===== src/rtl/i2s_pkg.sv =====
// Shared I2S/TDM types: word-select style and generator state, used by the
// clock generator and the TX/RX serialisers.
package i2s_pkg;

   typedef enum logic {
      WS_I2S   = 1'b0,   // 50 % word select, high for the upper half of the slots
      WS_PULSE = 1'b1    // one-bit frame sync ahead of slot 0
   } ws_mode_e;

   typedef enum logic {
      IDLE = 1'b0,
      RUN  = 1'b1
   } i2s_state_e;

endpackage


===== src/rtl/i2s_sck_div.sv =====
// Bit-clock divider: counts system clocks per SCK period and registers the
// bit clock plus its fall/rise strobes so they leave the block straight from flops.
module i2s_sck_div #(
   parameter int SCK_DIV = 8
) (
   input  logic clk_i,
   input  logic rst_ni,
   input  logic en_i,     // generator will be running in the next cycle
   input  logic clr_i,    // restart the SCK period from its falling edge
   output logic sck_o,
   output logic fall_o,
   output logic rise_o,
   output logic wrap_o    // last system clock of the current SCK period
);

   localparam int DIV_W = $clog2(SCK_DIV);
   localparam logic [DIV_W-1:0] DIV_LAST = DIV_W'(SCK_DIV - 1);
   localparam logic [DIV_W-1:0] DIV_HALF = DIV_W'(SCK_DIV / 2);

   logic [DIV_W-1:0] div_reg, div_next;
   logic             sck_reg, fall_reg, rise_reg;

   assign wrap_o = (div_reg == DIV_LAST);

   always_comb begin
      div_next = '0;
      if (en_i && !clr_i && !wrap_o) begin
         div_next = div_reg + DIV_W'(1);
      end
   end

   // Outputs are decoded from the next count so they line up with div_reg.
   always_ff @(posedge clk_i) begin
      if (!rst_ni) begin
         div_reg  <= '0;
         sck_reg  <= 1'b0;
         fall_reg <= 1'b0;
         rise_reg <= 1'b0;
      end else begin
         div_reg  <= div_next;
         sck_reg  <= en_i && (div_next >= DIV_HALF);
         fall_reg <= en_i && (div_next == '0);
         rise_reg <= en_i && (div_next == DIV_HALF);
      end
   end

   assign sck_o  = sck_reg;
   assign fall_o = fall_reg;
   assign rise_o = rise_reg;

endmodule


===== src/rtl/i2s_tdm_clock_gen.sv =====
// I2S/TDM master clock generator: SCK, WS/frame sync and edge/frame strobes.
// Define I2S_TDM_SLOT_IDX_EN to expose the slot_o/bit_o position ports.
module i2s_tdm_clock_gen
   import i2s_pkg::*;
#(
   parameter int SCK_DIV   = 8,
   parameter int SLOT_BITS = 32,
   parameter int NUM_SLOTS = 2
) (
   input  logic clk_i,
   input  logic rst_ni,
   input  logic en_i,
   input  logic ws_mode_i,
   output logic busy_o,
   output logic sck_o,
   output logic ws_o,
   output logic sck_fall_o,
   output logic sck_rise_o,
   output logic frame_start_o
`ifdef I2S_TDM_SLOT_IDX_EN
  ,output logic [$clog2(NUM_SLOTS)-1:0] slot_o,
   output logic [$clog2(SLOT_BITS)-1:0] bit_o
`endif
);

   localparam int SLOT_W = $clog2(NUM_SLOTS);
   localparam int BIT_W  = $clog2(SLOT_BITS);
   localparam logic [SLOT_W-1:0] SLOT_LAST = SLOT_W'(NUM_SLOTS - 1);
   localparam logic [SLOT_W-1:0] SLOT_HALF = SLOT_W'(NUM_SLOTS / 2);
   localparam logic [BIT_W-1:0]  BIT_LAST  = BIT_W'(SLOT_BITS - 1);

   i2s_state_e        state_reg, state_next;
   ws_mode_e          mode_reg, mode_next;
   logic [SLOT_W-1:0] slot_reg, slot_next, slot_ahead;
   logic [BIT_W-1:0]  bit_reg, bit_next;
   logic              ws_reg, ws_next;
   logic              frame_start_reg, frame_start_next;
   logic              stop_reg, stop_next;
   logic              start, run_next, fall_event, last_new, div_wrap;

   function automatic logic [BIT_W-1:0] adv_bit(input logic [BIT_W-1:0] b);
      return (b == BIT_LAST) ? '0 : b + BIT_W'(1);
   endfunction

   function automatic logic [SLOT_W-1:0] adv_slot(input logic [SLOT_W-1:0] s,
                                                  input logic [BIT_W-1:0]  b);
      if (b != BIT_LAST) return s;
      return (s == SLOT_LAST) ? '0 : s + SLOT_W'(1);
   endfunction

   i2s_sck_div #(
      .SCK_DIV (SCK_DIV)
   ) u_sck_div (
      .clk_i  (clk_i),
      .rst_ni (rst_ni),
      .en_i   (run_next),
      .clr_i  (start),
      .sck_o  (sck_o),
      .fall_o (sck_fall_o),
      .rise_o (sck_rise_o),
      .wrap_o (div_wrap)
   );

   // A pending stop lets the final lead-out bit finish before dropping to IDLE.
   always_comb begin
      state_next = state_reg;
      case (state_reg)
         IDLE:    if (en_i) state_next = RUN;
         RUN:     if (div_wrap && stop_reg) state_next = IDLE;
         default: state_next = IDLE;
      endcase
   end

   assign start      = (state_reg == IDLE) && en_i;
   assign run_next   = (state_next == RUN);
   assign fall_event = start || ((state_reg == RUN) && div_wrap && run_next);

   // Position and WS are advanced on the edge that raises sck_fall_o; WS looks
   // one bit ahead of the position that becomes current on that edge.
   always_comb begin
      slot_next        = slot_reg;
      bit_next         = bit_reg;
      ws_next          = ws_reg;
      mode_next        = mode_reg;
      stop_next        = stop_reg;
      frame_start_next = 1'b0;
      last_new         = 1'b0;
      slot_ahead       = '0;
      if (!run_next) begin
         slot_next = '0;
         bit_next  = '0;
         ws_next   = 1'b0;
         stop_next = 1'b0;
      end else if (fall_event) begin
         if (start) begin
            mode_next = ws_mode_e'(ws_mode_i);
            slot_next = SLOT_LAST;
            bit_next  = BIT_LAST;
         end else begin
            slot_next = adv_slot(slot_reg, bit_reg);
            bit_next  = adv_bit(bit_reg);
         end
         last_new         = (slot_next == SLOT_LAST) && (bit_next == BIT_LAST);
         slot_ahead       = adv_slot(slot_next, bit_next);
         frame_start_next = (slot_next == '0) && (bit_next == '0);
         if (last_new && !start && !en_i) begin
            stop_next = 1'b1;
            ws_next   = 1'b0;
         end else if (mode_next == WS_PULSE) begin
            ws_next = last_new;
         end else begin
            ws_next = (slot_ahead >= SLOT_HALF);
         end
      end
   end

   always_ff @(posedge clk_i) begin
      if (!rst_ni) begin
         state_reg       <= IDLE;
         mode_reg        <= WS_I2S;
         slot_reg        <= '0;
         bit_reg         <= '0;
         ws_reg          <= 1'b0;
         stop_reg        <= 1'b0;
         frame_start_reg <= 1'b0;
      end else begin
         state_reg       <= state_next;
         mode_reg        <= mode_next;
         slot_reg        <= slot_next;
         bit_reg         <= bit_next;
         ws_reg          <= ws_next;
         stop_reg        <= stop_next;
         frame_start_reg <= frame_start_next;
      end
   end

   assign busy_o        = (state_reg == RUN);
   assign ws_o          = ws_reg;
   assign frame_start_o = frame_start_reg;

`ifdef I2S_TDM_SLOT_IDX_EN
   assign slot_o = slot_reg;
   assign bit_o  = bit_reg;
`endif

endmodule


===== config.mk =====
export PLATFORM = sky130hd
export DESIGN_NAME = i2s_tdm_clock_gen
export DESIGN_NICKNAME = d
export VERILOG_FILES = /design/src/rtl/i2s_pkg.sv /design/src/rtl/i2s_sck_div.sv /design/src/rtl/i2s_tdm_clock_gen.sv
export SDC_FILE = /design/constraint.sdc
export NUM_CORES = 1
export LEC_CHECK = 0
export CORE_ASPECT_RATIO = 0.8
export CORE_MARGIN = 2
export CORE_UTILIZATION = 30
export DETAILED_ROUTE_END_ITERATION = 7
export HOLD_SLACK_MARGIN = 0.06
export MAX_ROUTING_LAYER = met4
export PLACE_DENSITY = 0.53
export SLEW_MARGIN = 20
export SYNTH_ARGS = -nofsm -noshare
export SYNTH_HDL_FRONTEND = slang
export SYNTH_SLANG_ARGS = --single-unit

===== constraint.sdc =====
create_clock -name clk_i -period 2.6 [get_ports clk_i]
set_input_delay 0.52 -clock clk_i [delete_from_list [all_inputs] [get_ports clk_i]]
set_output_delay 0.52 -clock clk_i [all_outputs]
set_load 0.01 [all_outputs]

# ---- Word-level counts from Yosys, hierarchy flattened
# Cells that the tools add are included.
dict set report op_classes {
  bitwise 2
  n_eq_ne 6
  mux 31
  order_cmp 2
  add_sub_neg 4
  reduce_logical 23
}
# op n
set ops {}
lappend ops {{$mux W1} 25}
lappend ops {{$mux W5} 4}
lappend ops {{$logic_and A1 B1 Y1} 13}
lappend ops {{$eq A5 B5 Y1 const B} 2}
lappend ops {{$ne A5 B5 Y1 const B} 2}
lappend ops {{$eq A3 B3 Y1 const B} 2}
lappend ops {{$reduce_and A2 Y1} 3}
lappend ops {{$add A5 B1 Y5 const B} 1}
lappend ops {{$logic_not A5 Y1} 1}
lappend ops {{$add A3 B1 Y3 const B} 1}
lappend ops {{$ge A3 B3 Y1 const B} 1}
lappend ops {{$logic_not A1 Y1} 3}
lappend ops {{$logic_not A3 Y1} 1}
lappend ops {{$mux W3} 1}
lappend ops {{$reduce_and A3 Y1} 1}
lappend ops {{$add A1 B1 Y1 const B} 2}
lappend ops {{$not A1 Y1} 2}
lappend ops {{$pmux W1 S2} 1}
lappend ops {{$ge A1 B1 Y1 const B} 1}
lappend ops {{$logic_or A1 B1 Y1} 1}
dict set report totals {
  output_inout_bits 6
  wordCells 79
  input_bits 4
  regBits 17
}

# ---- Logic depth before layout (Yosys ltp)
dict set report logic_depth {
  depth_word 20
  depth_mapped 11
  mapped_depth_nobuf 11
}

# ---- By module
# A second synthesis with hierarchy kept.
dict set report unflattened {
  cells_unflattened 87
  hier_area_um2 802.0
}
# module cells_per_inst seq_area_each_um2 instances area_per_inst_um2
set by_module_without_submodules {}
lappend by_module_without_submodules {i2s_tdm_clock_gen 70 220.2 1 579.3}
lappend by_module_without_submodules {i2s_sck_div 17 120.1 1 222.7}

# ---- Worst setup path before layout
# Ideal clock, no wire load.
dict set report synth_path {
  kind {register to register}
  from {register bit_reg[0]}
  to {register ws_reg, in the netlist ws_o}
  stages_incl_launch_ff 11
  setup_time_ps 95
  path_buffers 0
  arrival_ps 2057
  t_required_ps 2505
  period_less_slack_ps 2153
  setup_slack_ps 447
  cell_sequence {dfxtp_1 ha_1 and3_2 ha_1 and2_1 o21ai_0 ha_1 nor2b_1 nor3b_1 o21ai_1 a221oi_1}
}
dict set report synth_between {
  elab_chain_cells 17
  word_cells_on_any_way 32
  cone_classes {add/sub (2); order compare (1); eq/ne (4); mux (22); reduce/logical (3)}
}
# element line_no
set synth_lines {}
lappend synth_lines {{start, declared} i2s_tdm_clock_gen.sv:35} ;# logic [BIT_W-1:0] bit_reg, bit_next;
lappend synth_lines {{start signal, assigned} i2s_tdm_clock_gen.sv:130} ;# bit_reg <= bit_next;
lappend synth_lines {{parallel branches: the longest is 16 deep, another holds $add A5 B1 Y5} n/a}
lappend synth_lines {{$mux W1 (*)} i2s_tdm_clock_gen.sv:106} ;# if (last_new && !start && !en_i) begin
lappend synth_lines {{end signal, assigned} i2s_tdm_clock_gen.sv:131} ;# ws_reg <= ws_next;
lappend synth_lines {{end, declared} i2s_tdm_clock_gen.sv:36} ;# logic ws_reg, ws_next;
# Mark *: on every way between the ends. The select of a mux whose other input is x is not followed.
# A chain may end at the register's enable or synchronous reset.

# ---- Worst setup path in the final report
# Ends and elaborated chain as after synthesis.

==> run_results.csv <==
group,metric,value,unit
run_status,outcome,"complete, no violations",
sta,clock_skew,0.00189,ns
place,io_buffer_count,9,
global_route,grt_pass1_vias,650,
yosys,synth_compound_area_share,15.7,%
layout,drive_gt1_share,10.8,%
yosys,synth_top_family_by_area,"simple AND/OR/NAND/NOR gates",
worst_setup_path,critPathMaxFanout,7,
place,dp_hpwl,1.22,mm
yosys,yosysTopAreaCell,"dfxtp_1",
global_route,grt_use_total,12.1,%
routing,route.detailed.drc,0,
routing,post_drt_wl_per_cell,12.1,um
worst_setup_path,crit_path_max_incr_delay,0.40,ns
floorplan,die_h,50.7,um
cts,clk_pin_slew,0.10,ns
yosys,synth-async-reset-ratio,0,%
job,max_cap_viol_count,0,
routing,drt_wl_total,1.67,mm
layout,fill_cells,282,
yosys,synthAdderAreaFrac,7.65,%
worst_setup_path,worst_path_max_delay_cell,"dfxtp_1",
routing,vias,649,
cts,cts_tree,"done",
sta,fin_worst_hold_slack,0.475,ns
yosys,syn-cell-area,818,um^2
power_and_ir_drop,leakage,0.375,nW
worst_setup_path,startpoint,"bit_reg[0]",
floorplan,core_area,2520,um^2
yosys,ys_ff_latch,17,
routing,ant_nets,0,
cts,clockRootBuffer,"clkbuf_4",
sta,setup_slack,0.204,ns
cts,clockBufferDepth,2,
worst_setup_path,crit_path_frequent_cell,"ha_1",
hold_path,hp-start,"u_sck_div.div_reg[0]",
yosys,syn_inst,92,
sta,slew_headroom,74.8,%
global_route,gr-total-overflow,0,
layout,post-route-cell-area,973,um^2
layout,diodes,0,
yosys,synth.most_common_cell,"dfxtp_1",
cts,clkLatencyLatePin,0.29,ns
sta,final_hold_viol_count,0,
power_and_ir_drop,peakVddDrop,0.294,mV
cts,h-tree-depth,1,
worst_setup_path,path_cells,"ha_1, and3_2, ha_1, and2_1, o21ai_0, ha_2, nor2b_1, nor3b_1, o21ai_1, a221oi_1",
cts,cts_sinks,17,
layout,largest_reg_flops,5,
place,place_ws,0.170,ns
global_route,antenna_found_initial,0,
yosys,ys_types,33,
yosys,synth_simple_gate_area_share,28.7,%
sta,report.final.setup_viol,0,
sta,rsz0062_at_grt,"false",
worst_setup_path,end_kind,"register",
sta,drv_slew,0,
yosys,yosysTopAreaCellShare,41.6,%
power_and_ir_drop,power.density,511,nW/um^2
floorplan,io-pin-count,10,
routing,drt-initial-drc-count,33,
floorplan,die_w,62.4,um
layout,syn_to_final_growth,19.0,%
worst_setup_path,critPathTopFamily,"adder cells",
yosys,yosysSeqAreaShare,41.6,%
worst_setup_path,startpoint_type,"register",
floorplan,rows,16,
sta,finalCritPeriodShare,92.2,%
yosys,netlist_top_cells_area,"dfxtp_1 42%, ha_1 7.6%, nand2_1 4.6%, nor2_1 4.1%, and3b_1 3.2%",
worst_setup_path,critPathKind,"register to register",
global_route,grt_first_pass_wirelength,2.89,mm
worst_setup_path,critPathRequiredTime,2.80,ns
floorplan,die_area,3160,um^2
place,place_area,941,um^2
floorplan,start_util,32.4,%
worst_setup_path,cp_num_buf_inv,0,
yosys,syn_avg_cell_area,8.89,um^2
worst_setup_path,timing.rr.start,"bit_reg[0]",
worst_setup_path,worst_ep_arrival_time,2.60,ns
place,gp_routability_congestion,0.777,
hold_path,min_path_type,"register to register",
routing,dr.pass1.iters,4,
sta,finalSetupTns,0,ns
layout,final_nets,112,
routing,vias_per_cell,4.70,
sta,worstMarginPinSlew,0.377,ns
yosys,synth_nets,101,
global_route,grt_max_degree,12,
yosys,synthFlopType,"dfxtp_1",
yosys,synth_edf_count,0,
yosys,yosys-top-cells-count,"17 x dfxtp_1, 10 x nand2_1, 9 x nor2_1, 5 x ha_1, 5 x o21ai_0",
yosys,synthMuxAreaShare,1.22,%
sta,clock.fmax,417,MHz
cts,tritoncts.num_buffers,3,
yosys,synth_warnings,0,
sta,fin_crit,2.40,ns
yosys,synth-xor-area-share,2.14,%
cts,postCtsSetupBuffers,0,
==> per-layer routing <==
| layer | global-route usage (%) | wire length (um) | vias to the layer above |
|---|---|---|---|
| li1 | - | - | 347 |
| met1 | 16.1 | 961 | 290 |
| met2 | 16.3 | 623 | 10 |
| met3 | 4.71 | 60 | 2 |
| met4 | 4.81 | 22 | 0 |
| met5 | - | 0 | - |
==> final cells by class <==
type / count / area (um^2) / area share (%)
Inverter: 1 / 3.75 / 0.386
Clock inverter: 1 / 7.51 / 0.771
Timing Repair Buffer: 10 / 97.6 / 10.0
Clock buffer: 3 / 22.5 / 2.31
Multi-Input combinational cell: 70 / 457 / 46.9
Tap cell: 36 / 45.0 / 4.63
Sequential cell: 17 / 340 / 35.0
==> logic make-up (layout without fill, tap and decap cells) <==
group,count (synthesis),after routing
AND/OR/NAND/NOR,42,42
AO/OA/AOI/OAI,20,20
flip-flops,17,17
adder cells (fa/ha/maj),5,5
buffers and inverters,5,15
XOR/XNOR,2,2
multiplexers,1,1
==> stage by stage <==
step | std cells | util, % | power, mW
after floorplan | 92 | - | 0.333
after global placement | 134 | 37.3 | 0.359
after detailed placement | 134 | 37.3 | 0.359
after CTS | 138 | 38.5 | 0.506
after global routing | 138 | 38.6 | 0.532
final | 138 | 38.6 | 0.498
==> path summary, 6_finish.rpt <==
check	to	slack, ns	cells past startpoint
setup / recovery	ws_o	0.20	10
hold / removal	u_sck_div.div_reg[0]	0.47	1
setup reg to reg	ws_o	0.20	10
hold reg to reg	u_sck_div.div_reg[0]	0.47	1
==> repair_timing <==
item                                    in CTS  in global routing
endpoints found under the setup margin       0                  1
hold buffers                                 0                  0
gates resized for setup                      0                  2
==> cells in the final DEF, fill, tap and decap left out, types with 2 or more instances in the layout <==
cell,synthesis,routed
dfxtp_1,17,17
clkdlybuf4s50_1,0,9
and2_1,4,4
nor3_1,2,2
a21oi_1,3,3
clkbuf_4,0,3
and3b_1,3,3
o21ai_1,2,3
nand2_1,10,10
nor2_1,9,9
o21ai_0,5,4
nor2b_1,3,3
ha_1,5,4
a31oi_1,3,3
nor3b_1,3,3
==> power by group <==
group	total, mW	switching (mW)	internal, mW
Sequential	0.282	0.0101	0.272
Combinational	0.0724	0.0366	0.0359
Clock	0.143	0.0846	0.0584
Total	0.498	0.131	0.367
Power figures use the tool's default switching activity.
